===== src/rtl/rect_cyl_if.sv =====
// Requester/consumer bundle for the shared rectangular-to-cylindrical engine.
interface rect_cyl_if;
  logic       a_valid;
  logic [7:0] a_x;
  logic [7:0] a_y;
  logic       a_ready;
  logic       b_valid;
  logic [7:0] b_x;
  logic [7:0] b_y;
  logic       b_ready;
  logic       out_valid;
  logic       out_ready;
  logic [7:0] out_r;
  logic [7:0] out_theta;
  logic       out_tag;

  // Requesters and result consumer
  modport master (
    output a_valid, a_x, a_y, b_valid, b_x, b_y, out_ready,
    input  a_ready, b_ready, out_valid, out_r, out_theta, out_tag
  );

  // Conversion engine
  modport slave (
    input  a_valid, a_x, a_y, b_valid, b_x, b_y, out_ready,
    output a_ready, b_ready, out_valid, out_r, out_theta, out_tag
  );
endinterface


===== src/rtl/rect_cyl_seq.sv =====
// Shared rect-to-cylindrical engine: round-robin over two requesters,
// bit-serial restoring sqrt for r and restoring divide for theta.
module rect_cyl_seq #(
  parameter int unsigned THETA_SHIFT = 4,
  parameter int unsigned VERT_CODE   = 90
) (
  input  logic      clk,
  input  logic      rst_n,
  input  logic      ena,
  rect_cyl_if.slave bus,
  output logic      busy
);
  localparam int unsigned DW       = 8 + THETA_SHIFT;
  localparam int unsigned CNT_W    = $clog2(DW + 1);
  localparam int unsigned SQ_ITERS = 9;
  localparam int unsigned RAD_W    = 18;
  localparam int unsigned REM_W    = 11;

  typedef enum logic [2:0] {
    S_IDLE, S_SUM, S_SQRT, S_DIV, S_DONE
  } state_t;

  state_t           state_q, state_d;
  logic             last_grant_q, last_grant_d;
  logic [7:0]       x_q, x_d;
  logic [7:0]       y_q, y_d;
  logic             tag_q, tag_d;
  logic [CNT_W-1:0] cnt_q, cnt_d;
  logic [RAD_W-1:0] rad_q, rad_d;
  logic [REM_W-1:0] sq_rem_q, sq_rem_d;
  logic [8:0]       root_q, root_d;
  logic [DW-1:0]    dq_q, dq_d;
  logic [7:0]       dv_rem_q, dv_rem_d;
  logic             out_valid_d;
  logic [7:0]       out_r_d;
  logic [7:0]       out_theta_d;
  logic             out_tag_d;
  logic             busy_d;

  function automatic logic [7:0] sat_root(input logic [8:0] v);
    return v[8] ? 8'hFF : v[7:0];
  endfunction

  // Arbitration: a tie goes to whichever requester was not served last
  logic idle_c, grant_a_c, grant_b_c;
  assign idle_c      = ena && (state_q == S_IDLE);
  assign grant_a_c   = idle_c && bus.a_valid && (!bus.b_valid || last_grant_q);
  assign grant_b_c   = idle_c && bus.b_valid && (!bus.a_valid || !last_grant_q);
  assign bus.a_ready = grant_a_c;
  assign bus.b_ready = grant_b_c;

  // Sum of squares of the latched operands
  logic [15:0] px_c, py_c;
  logic [16:0] sum_c;
  assign px_c  = 16'(x_q) * 16'(x_q);
  assign py_c  = 16'(y_q) * 16'(y_q);
  assign sum_c = 17'(px_c) + 17'(py_c);

  // One restoring square-root step: bring down two radicand bits, try 4*root+1
  logic [REM_W+1:0] sq_cand_c, sq_trial_c;
  logic             sq_ge_c;
  logic [REM_W-1:0] sq_rem_nx_c;
  logic [8:0]       root_nx_c;
  assign sq_cand_c   = {sq_rem_q, rad_q[RAD_W-1 -: 2]};
  assign sq_trial_c  = (REM_W+2)'({root_q, 2'b01});
  assign sq_ge_c     = sq_cand_c >= sq_trial_c;
  assign sq_rem_nx_c = sq_ge_c ? REM_W'(sq_cand_c - sq_trial_c) : REM_W'(sq_cand_c);
  assign root_nx_c   = {root_q[7:0], sq_ge_c};

  // One restoring divide step; dq holds remaining dividend bits and builds the quotient
  logic [8:0]    dv_cand_c;
  logic          dv_ge_c;
  logic [7:0]    dv_rem_nx_c;
  logic [DW-1:0] dq_nx_c;
  logic [7:0]    theta_sat_c;
  assign dv_cand_c   = {dv_rem_q, dq_q[DW-1]};
  assign dv_ge_c     = dv_cand_c >= {1'b0, y_q};
  assign dv_rem_nx_c = dv_ge_c ? 8'(dv_cand_c - {1'b0, y_q}) : 8'(dv_cand_c);
  assign dq_nx_c     = {dq_q[DW-2:0], dv_ge_c};
  assign theta_sat_c = (dq_nx_c > DW'(255)) ? 8'hFF : dq_nx_c[7:0];

  // Next-state, datapath and output-register values
  always_comb begin
    state_d      = state_q;
    last_grant_d = last_grant_q;
    x_d          = x_q;
    y_d          = y_q;
    tag_d        = tag_q;
    cnt_d        = cnt_q;
    rad_d        = rad_q;
    sq_rem_d     = sq_rem_q;
    root_d       = root_q;
    dq_d         = dq_q;
    dv_rem_d     = dv_rem_q;
    out_r_d      = bus.out_r;
    out_theta_d  = bus.out_theta;
    out_tag_d    = bus.out_tag;

    unique case (state_q)
      S_IDLE: begin
        if (grant_a_c || grant_b_c) begin
          x_d          = grant_b_c ? bus.b_x : bus.a_x;
          y_d          = grant_b_c ? bus.b_y : bus.a_y;
          tag_d        = grant_b_c;
          last_grant_d = grant_b_c;
          state_d      = S_SUM;
        end
      end
      S_SUM: begin
        rad_d    = {1'b0, sum_c};
        sq_rem_d = '0;
        root_d   = '0;
        cnt_d    = '0;
        state_d  = S_SQRT;
      end
      S_SQRT: begin
        rad_d    = {rad_q[RAD_W-3:0], 2'b00};
        sq_rem_d = sq_rem_nx_c;
        root_d   = root_nx_c;
        cnt_d    = cnt_q + CNT_W'(1);
        if (cnt_q == CNT_W'(SQ_ITERS - 1)) begin
          cnt_d = '0;
          if (y_q == 8'd0) begin
            out_r_d     = sat_root(root_nx_c);
            out_theta_d = (x_q == 8'd0) ? 8'd0 : 8'(VERT_CODE);
            out_tag_d   = tag_q;
            state_d     = S_DONE;
          end else begin
            dq_d     = DW'(x_q) << THETA_SHIFT;
            dv_rem_d = '0;
            state_d  = S_DIV;
          end
        end
      end
      S_DIV: begin
        dq_d     = dq_nx_c;
        dv_rem_d = dv_rem_nx_c;
        cnt_d    = cnt_q + CNT_W'(1);
        if (cnt_q == CNT_W'(DW - 1)) begin
          cnt_d       = '0;
          out_r_d     = sat_root(root_q);
          out_theta_d = theta_sat_c;
          out_tag_d   = tag_q;
          state_d     = S_DONE;
        end
      end
      S_DONE: begin
        if (bus.out_ready) state_d = S_IDLE;
      end
      default: state_d = S_IDLE;
    endcase

    out_valid_d = (state_d == S_DONE);
    busy_d      = (state_d != S_IDLE);
  end

  // State and datapath registers; ena low freezes everything
  always_ff @(posedge clk or negedge rst_n) begin
    if (!rst_n) begin
      state_q       <= S_IDLE;
      last_grant_q  <= 1'b1;
      x_q           <= '0;
      y_q           <= '0;
      tag_q         <= 1'b0;
      cnt_q         <= '0;
      rad_q         <= '0;
      sq_rem_q      <= '0;
      root_q        <= '0;
      dq_q          <= '0;
      dv_rem_q      <= '0;
      bus.out_valid <= 1'b0;
      bus.out_r     <= '0;
      bus.out_theta <= '0;
      bus.out_tag   <= 1'b0;
      busy          <= 1'b0;
    end else if (ena) begin
      state_q       <= state_d;
      last_grant_q  <= last_grant_d;
      x_q           <= x_d;
      y_q           <= y_d;
      tag_q         <= tag_d;
      cnt_q         <= cnt_d;
      rad_q         <= rad_d;
      sq_rem_q      <= sq_rem_d;
      root_q        <= root_d;
      dq_q          <= dq_d;
      dv_rem_q      <= dv_rem_d;
      bus.out_valid <= out_valid_d;
      bus.out_r     <= out_r_d;
      bus.out_theta <= out_theta_d;
      bus.out_tag   <= out_tag_d;
      busy          <= busy_d;
    end
  end
endmodule

===== src/flat_wrapper.sv =====
// flat-port wrapper written by rule: the top's interface ports become plain ports
module rect_cyl_seq_flat 
#(
  parameter int unsigned THETA_SHIFT = 4,
  parameter int unsigned VERT_CODE   = 90
)
  (clk, rst_n, ena, busy, bus_a_valid, bus_a_x, bus_a_y, bus_b_valid, bus_b_x, bus_b_y, bus_out_ready, bus_a_ready, bus_b_ready, bus_out_valid, bus_out_r, bus_out_theta, bus_out_tag);
  rect_cyl_if bus_i ();
  input  logic clk;
  input  logic rst_n;
  input  logic ena;
  output logic busy;
  input wire logic [$bits(bus_i.a_valid)-1:0] bus_a_valid;
  input wire logic [$bits(bus_i.a_x)-1:0] bus_a_x;
  input wire logic [$bits(bus_i.a_y)-1:0] bus_a_y;
  input wire logic [$bits(bus_i.b_valid)-1:0] bus_b_valid;
  input wire logic [$bits(bus_i.b_x)-1:0] bus_b_x;
  input wire logic [$bits(bus_i.b_y)-1:0] bus_b_y;
  input wire logic [$bits(bus_i.out_ready)-1:0] bus_out_ready;
  output wire logic [$bits(bus_i.a_ready)-1:0] bus_a_ready;
  output wire logic [$bits(bus_i.b_ready)-1:0] bus_b_ready;
  output wire logic [$bits(bus_i.out_valid)-1:0] bus_out_valid;
  output wire logic [$bits(bus_i.out_r)-1:0] bus_out_r;
  output wire logic [$bits(bus_i.out_theta)-1:0] bus_out_theta;
  output wire logic [$bits(bus_i.out_tag)-1:0] bus_out_tag;
  assign bus_i.a_valid = bus_a_valid;
  assign bus_i.a_x = bus_a_x;
  assign bus_i.a_y = bus_a_y;
  assign bus_i.b_valid = bus_b_valid;
  assign bus_i.b_x = bus_b_x;
  assign bus_i.b_y = bus_b_y;
  assign bus_i.out_ready = bus_out_ready;
  assign bus_a_ready = bus_i.a_ready;
  assign bus_b_ready = bus_i.b_ready;
  assign bus_out_valid = bus_i.out_valid;
  assign bus_out_r = bus_i.out_r;
  assign bus_out_theta = bus_i.out_theta;
  assign bus_out_tag = bus_i.out_tag;
  rect_cyl_seq #(.THETA_SHIFT(THETA_SHIFT), .VERT_CODE(VERT_CODE)) u_core (.clk(clk), .rst_n(rst_n), .ena(ena), .bus(bus_i), .busy(busy));
endmodule

===== config.mk =====
export PLATFORM = sky130hd
export DESIGN_NAME = rect_cyl_seq_flat
export DESIGN_NICKNAME = d
export VERILOG_FILES = /design/src/rtl/rect_cyl_if.sv /design/src/rtl/rect_cyl_seq.sv /design/src/flat_wrapper.sv
export SDC_FILE = /design/constraint.sdc
export NUM_CORES = 1
export LEC_CHECK = 0
export ABC_AREA = 1
export BUFFER_PORTS_ARGS = -buffer_cell sky130_fd_sc_hd__buf_2
export CAP_MARGIN = 25
export CORE_ASPECT_RATIO = 1.5
export CORE_MARGIN = 2
export CORE_UTILIZATION = 50
export CTS_CLUSTER_DIAMETER = 60
export DETAILED_ROUTE_END_ITERATION = 12
export GPL_TIMING_DRIVEN = 0
export PLACE_DENSITY = 0.76
export SYNTH_ARGS = -nofsm -noshare
export SYNTH_HDL_FRONTEND = slang
export SYNTH_SLANG_ARGS = --single-unit

===== constraint.sdc =====
create_clock -name clk -period 5.65 [get_ports clk]
set_clock_uncertainty 0.05 [all_clocks]
set_input_delay 0.2825 -clock clk [delete_from_list [all_inputs] [get_ports clk]]
set_output_delay 0.2825 -clock clk [all_outputs]
set_load 0.05 [all_outputs]

==> flow_metrics.py, run 1 <==
metrics = {
    "worst_hold_path": {
        "hp-class": "in -> reg",
        "worstHoldStart": "bus_a_x[4]",
        "hold_path_depth": 3,
        "holdPathEnd": "u_core.x_q[4]$_DFFE_PN0P_",
    },
    "sta": {
        "tightest_slew_ps": 734,
        "hold_ws_ps": 99.6,
        "post-route-period-util_pct": 95.2,
        "hold_viol_final": 0,
        "fmax_mhz": 186,
        "setup_violations": 0,
        "fin_crit_ps": 5380,
        "slew_headroom_pct": 51.1,
        "slew_violations": 0,
        "rsz0062_at_grt": "false",
    },
    "floorplanning": {
        "rows": 62,
        "start_util_pct": 50.6,
        "dieWidth_um": 117,
        "fp.coreArea_sq_um": 18900,
        "die_area_sq_um": 20300,
        "chipHeight_um": 173,
        "io_pins": 59,
    },
    "placement": {
        "place_area_sq_um": 10200,
        "place_congestion": 0.924,
        "io_buffers": 58,
        "dp_hpwl_um": 18500,
    },
    "layout": {
        "drive_above_1_share_pct": 11.2,
        "mostFrequentLayoutCells": "nand2_1 (327), inv_1 (237), dfrtp_1 (94)",
        "final_common_cell": "nand2_1",
        "final_nets": 1507,
        "num_antenna_cells": 0,
        "postLayoutCellArea_sq_um": 10600,
        "areaGrowthSynthToFinish_pct": 10.5,
    },
    "setup_path": {
        "critPathMaxFanout": 10,
        "path_buf_inv": 5,
        "rr_worst_depth": 22,
        "cpPeakStageDelay_ps": 550,
        "critPathKind": "reg -> reg",
        "start_kind": "flip-flop",
        "worstPathCellList": "clkbuf_4 > nand2_1 > fa_1 > fa_1 > inv_1 > fa_1 > fa_1 > fa_1 > inv_1 > fa_1 > inv_1 > ha_1 > nand2_1 > inv_1 > nand3_1 > nand2_1 > nand2_1 > nand2_1 > nand2_1 > nand3_1 > nand2_1 > nand2_1",
        "cpMaxStageDelayCell": "fa_1",
        "crit_top_cell": "nand2_1",
        "crit_path_end_kind": "flip-flop",
        "cp.required_ps": 5850,
        "cp_data_arrival_time_ps": 5580,
        "path_delay_family": "adder cells",
        "r2r_start": "u_core.x_q[4]$_DFFE_PN0P_",
        "worstReg2RegEnd": "u_core.rad_q[16]$_DFFE_PN0P_",
        "reg2reg_slack_ps": 270,
    },
    "yosys": {
        "synthXorXnorAreaFrac_pct": 1.74,
        "netlist_instances": 1246,
        "synth_simple_gate_area_share_pct": 24.2,
        "ys_warn_count": 0,
        "synth_seq_cells": 102,
        "synth_top_family_by_area": "adder cells",
        "synthesis.area_sq_um": 9570,
        "ys_types": 46,
        "synth.net_count": 1440,
        "seq_area_frac_synth_pct": 26.7,
        "yosysTopAreaCellShare_pct": 26.4,
        "yosys.area.top_type": "dfrtp_1",
        "synth_compound_area_share_pct": 9.14,
        "synth-adder-area-share_pct": 26.4,
        "synth.area.top_cells": "dfrtp_1 (26%), fa_1 (16%), nand2_1 (13%)",
        "syn_area_per_cell_sq_um": 7.68,
        "synth_mux_area_share_pct": 0.105,
    },
    "global_route": {
        "grt_pass1_wl_um": 38600,
        "grt_usage_pct": 23.8,
        "grt_pass1_vias": 8406,
        "gr-total-overflow": 0,
        "grt_max_degree": 55,
        "antenna_found_initial": 0,
    },
    "clock_tree": {
        "tritoncts": "yes",
        "cts-root-buf": "clkbuf_16",
        "clk_pin_slew_ps": 80,
        "worstSkewPairLatency_ps": 370,
        "numCtsBuffers": 9,
        "clk_path_buf_depth": 2,
        "cts.sinks": 102,
        "htree_levels": 3,
    },
    "detailed_routing": {
        "detail_route.first_pass.iterations": 5,
        "drc": 0,
        "vias": 8195,
        "drt_iter0_drc": 485,
        "vias_per_cell": 5.21,
        "ant_nets": 0,
        "wirelength_um": 22800,
        "routedWlPerCell_um": 14.5,
    },
    "flow_run": {
        "maxCapViolations": 0,
    },
    "outcome": {
        "status": "finished, final reports clean",
    },
}
-- tightest hold or removal path: cells and delay by family --
| kind | cells | cell delay [ps] |
|---|---|---|
| AND/OR/NAND/NOR | 2 | 110 |
| buffers and inverters | 1 | 80 |
-- state kept, by name (all words and copies together), names as in the netlist --
| register | cells |
|---|---|
| u_core.y_q | 8 |
| u_core.dq_q | 12 |
| u_core.last_grant_q | 1 |
| u_core.root_q | 9 |
| u_core.bus.out_r | 8 |
| u_core.tag_q | 1 |
| u_core.state_q | 3 |
| u_core.bus.out_tag | 1 |
| u_core.cnt_q | 4 |
| u_core.sq_rem_q | 11 |
| u_core.bus.out_valid | 1 |
| u_core.x_q | 8 |
| u_core.bus.out_theta | 8 |
| u_core.dv_rem_q | 8 |
| u_core.rad_q | 18 |
| u_core.busy | 1 |
-- logic make-up after synthesis --
family          Yosys count
simple gates            537
buf+inv                 288
fa+ha+maj               156
compound gates          143
flops                   102
xor+xnor                 19
mux                       1
-- area by class of cell --
cell class | count | area, sq um
buffer | 34 | 188
clock buffer | 9 | 225
clock inverter | 7 | 95.1
fill | 1824 | 8350
inverter | 249 | 936
multi-input combinational | 856 | 5910
sequential | 102 | 2560
tap | 256 | 320
timing repair buffer | 61 | 338
-- stage by stage --
step,worst slack (ps),util (%),std cells,setup TNS [ps]
floorplan,489,-,1246,0
global placement,-188,53.8,1560,-504
detailed placement,-233,53.9,1561,-677
CTS,25.9,55.7,1576,0
global route,2.22,55.9,1574,0
finish,272,55.9,1574,0
-- synthesized netlist by cell type, drive strengths merged --
master and instances:
a21boi 2, a21o 3, a21oi 36, a22oi 7, a2bb2oi 6, a31oi 1
and2 2, and3 2, buf 23, clkbuf 16, clkinv 1, dfrtp 101
dfstp 1, fa 77, ha 79, inv 248, mux2i 1, nand2 332
nand3 67, nand3b 10, nand4 23, nor2 82, nor3 14, nor4 2
o211ai 9, o21ai 46, o21bai 6, o22ai 27, or2 3, xnor2 7
xor2 12
-- how the worst max path moves through the flow --
stage	from	to	slack [ps]	depth (start not counted)
finish	u_core.x_q[4]$_DFFE_PN0P_	u_core.rad_q[16]$_DFFE_PN0P_	270	22
global placement	u_core.x_q[6]$_DFFE_PN0P_	u_core.rad_q[15]$_DFFE_PN0P_	-190	19
global route	u_core.y_q[5]$_DFFE_PN0P_	u_core.rad_q[16]$_DFFE_PN0P_	2	22
floorplan	u_core.x_q[4]$_DFFE_PN0P_	u_core.rad_q[15]$_DFFE_PN0P_	490	19
CTS	u_core.y_q[5]$_DFFE_PN0P_	u_core.rad_q[16]$_DFFE_PN0P_	30	22
detailed placement	u_core.x_q[6]$_DFFE_PN0P_	u_core.rad_q[15]$_DFFE_PN0P_	-230	19
-- timing repair --
| item | CTS | global route |
|---|---|---|
| pin swaps | 0 | 1 |
| gates resized for setup | 5 | 25 |
| endpoints found under the hold margin | 52 | 0 |
| setup endpoints to repair | 8 | 10 |
| buffers inserted | 0 | 1 |
| hold buffers | 1 | 0 |
| cloned | 0 | 0 |
-- layer usage --
layer | track usage (%) | vias up | routed length [um]
li1 | - | 4042 | -
met1 | 26.6 | 3957 | 9010
met2 | 44.8 | 145 | 12500
met3 | 2.76 | 51 | 562
met4 | 9.17 | 0 | 794
met5 | 0 | - | 0
Power of run 1 is not shown: default switching activity piles up to over one toggle a cycle in this logic, so the estimate is an artifact.
==> run 2: changes to the inputs <==
- CORE_UTILIZATION: 50 -> 60
- PLACE_DENSITY: 0.76 -> 0.87
==> run 2 against run 1 <==
Routed wire length increased by 2.0%. Register-to-register slack got worse by 90 ps. Critical path type unchanged. Via count increased by 2.7%. Die area decreased by 16%. Count of clock-buffer cells in the layout unchanged. Flip-flop and latch count unchanged. Maximum frequency decreased by 1.7%. Cell count decreased by 3.3%. Worst setup slack got worse by 92 ps. Critical path depth decreased by 3. First-iteration DRC count increased by 37%.
==> flow_metrics.py, run 2 (same netlist as run 1, synthesis figures left out) <==
metrics = {
    "layout": {
        "final_common_cell": "nand2_1",
        "drive_above_1_share_pct": 11.3,
        "areaGrowthSynthToFinish_pct": 9.73,
        "mostFrequentLayoutCells": "nand2_1 (327), inv_1 (237), dfrtp_1 (94)",
        "postLayoutCellArea_sq_um": 10500,
        "final-seq-area_sq_um": 2560,
        "post-route-util_pct": 67.2,
        "top_regs": "u_core.rad_q (18), u_core.dq_q (12), u_core.sq_rem_q (11)",
        "num_antenna_cells": 0,
        "largest_reg_flops": 18,
        "fillers": 1274,
        "top_register": "u_core.rad_q",
        "multi_input_area_sq_um": 5910,
        "final_nets": 1508,
    },
    "global_route": {
        "grt_pass1_wl_um": 39100,
        "grt_max_degree": 76,
        "grt_pass1_vias": 8664,
        "gr-total-overflow": 0,
        "antenna_found_initial": 0,
        "grt_usage_pct": 28.9,
    },
    "setup_path": {
        "rr_worst_depth": 19,
        "crit_path_end_kind": "flip-flop",
        "cpMaxStageDelayCell": "fa_1",
        "worstPathCellList": "buf_4 > nand2_1 > fa_1 > fa_1 > inv_1 > fa_1 > fa_1 > fa_1 > inv_1 > fa_1 > inv_1 > ha_1 > nand2_1 > inv_1 > nand3_1 > nand2_1 > or2_2 > nand3_1 > a2bb2oi_1",
        "cp-endpoint": "u_core.rad_q[8]$_DFFE_PN0P_",
        "critPathMaxFanout": 10,
        "worstReg2RegEnd": "u_core.rad_q[8]$_DFFE_PN0P_",
        "cp-startpoint": "u_core.x_q[1]$_DFFE_PN0P_",
        "cpPeakStageDelay_ps": 560,
        "reg2reg_slack_ps": 180,
        "cp_data_arrival_time_ps": 5650,
        "cp.required_ps": 5830,
        "start_kind": "flip-flop",
        "critPathKind": "reg -> reg",
        "crit_top_cell": "fa_1",
        "r2r_start": "u_core.x_q[1]$_DFFE_PN0P_",
    },
    "detailed_routing": {
        "vias_per_cell": 5.53,
        "drc": 0,
        "ant_nets": 0,
        "wirelength_um": 23300,
        "vias": 8419,
        "drt_iter0_drc": 663,
        "detail_route.first_pass.iterations": 5,
        "routedWlPerCell_um": 15.3,
    },
    "sta": {
        "tightest_slew_ps": 534,
        "slew_violations": 0,
        "slew_headroom_pct": 64.4,
        "fmax_mhz": 183,
        "hold_viol_final": 0,
        "setup_violations": 0,
        "setup_slack_ps": 180,
        "post-route-period-util_pct": 96.8,
        "fin_crit_ps": 5470,
        "setup_tns_ps": 0,
    },
    "floorplanning": {
        "fp.coreArea_sq_um": 15600,
        "io_pins": 59,
        "dieWidth_um": 107,
        "rows": 56,
        "die_area_sq_um": 17000,
        "chipHeight_um": 159,
        "start_util_pct": 61.2,
    },
    "outcome": {
        "status": "finished, final reports clean",
    },
    "placement": {
        "pre_cts_ws_ps": -249,
        "dp_hpwl_um": 18000,
        "place_area_sq_um": 10100,
        "io_buffers": 58,
        "place_congestion": 0.951,
    },
    "clock_tree": {
        "tritoncts": "yes",
        "htree_levels": 3,
        "worstSkewPairLatency_ps": 360,
        "clk_path_buf_depth": 2,
        "numCtsBuffers": 9,
        "clk_pin_slew_ps": 80,
        "cts.sinks": 102,
        "cts-root-buf": "clkbuf_16",
    },
    "flow_run": {
        "maxCapViolations": 0,
    },
    "worst_hold_path": {
        "worstHoldStart": "bus_a_x[1]",
        "hp-class": "in -> reg",
    },
}
==> run 2: cell type report <==
type	count	area share [%]
Timing Repair Buffer	62	3.29
Buffer	34	1.81
Clock buffer	9	2.14
Multi-Input combinational cell	856	56.3
Clock inverter	7	0.715
Sequential cell	102	24.4
Inverter	249	8.91
Tap cell	203	2.42
==> run 2: worst min path at each step <==
stage / slack [ps] / depth (start not counted) / to
finish: 100 / 3 / u_core.x_q[1]$_DFFE_PN0P_
global placement: 410 / 2 / u_core.bus.out_tag$_DFFE_PN0P_
detailed placement: 180 / 1 / u_core.dv_rem_q[3]$_DFFE_PN0P_
CTS: 100 / 3 / u_core.x_q[1]$_DFFE_PN0P_
floorplan: -60 / 0 / u_core.bus.out_r[0]$_DFFE_PN0P_
global route: 130 / 3 / u_core.x_q[2]$_DFFE_PN0P_
==> run 2: worst max-delay path: cells and delay by family, from the launching register on <==
kind	cells	cell delay (ps)
buffers and inverters	5	450
adder cells (fa/ha/maj)	7	3520
AND/OR/NAND/NOR	6	820
flip-flops	1	420
AO/OA/AOI/OAI	1	80
==> run 2: stage by stage <==
stage,hold WS [ps],instances
floorplan,-63.1,1246
global placement,408,1507
detailed placement,182,1508
CTS,102,1522
global route,132,1522
finish,105,1522
==> run 2: timing repair <==
item,CTS,global route
pin swaps,0,1
hold endpoints to repair,26,0
hold buffers,1,0
endpoints found under the setup margin,10,10
resized for setup,4,28
buffers inserted,0,2
==> run 2: routing by layer <==
layer / track usage (%) / wire length, um
met2: 55.5 / 12600
met5: 0 / 0
met1: 31.1 / 8680
met4: 14.0 / 1150
met3: 3.11 / 896
Power of run 2 is left out for the same reason.
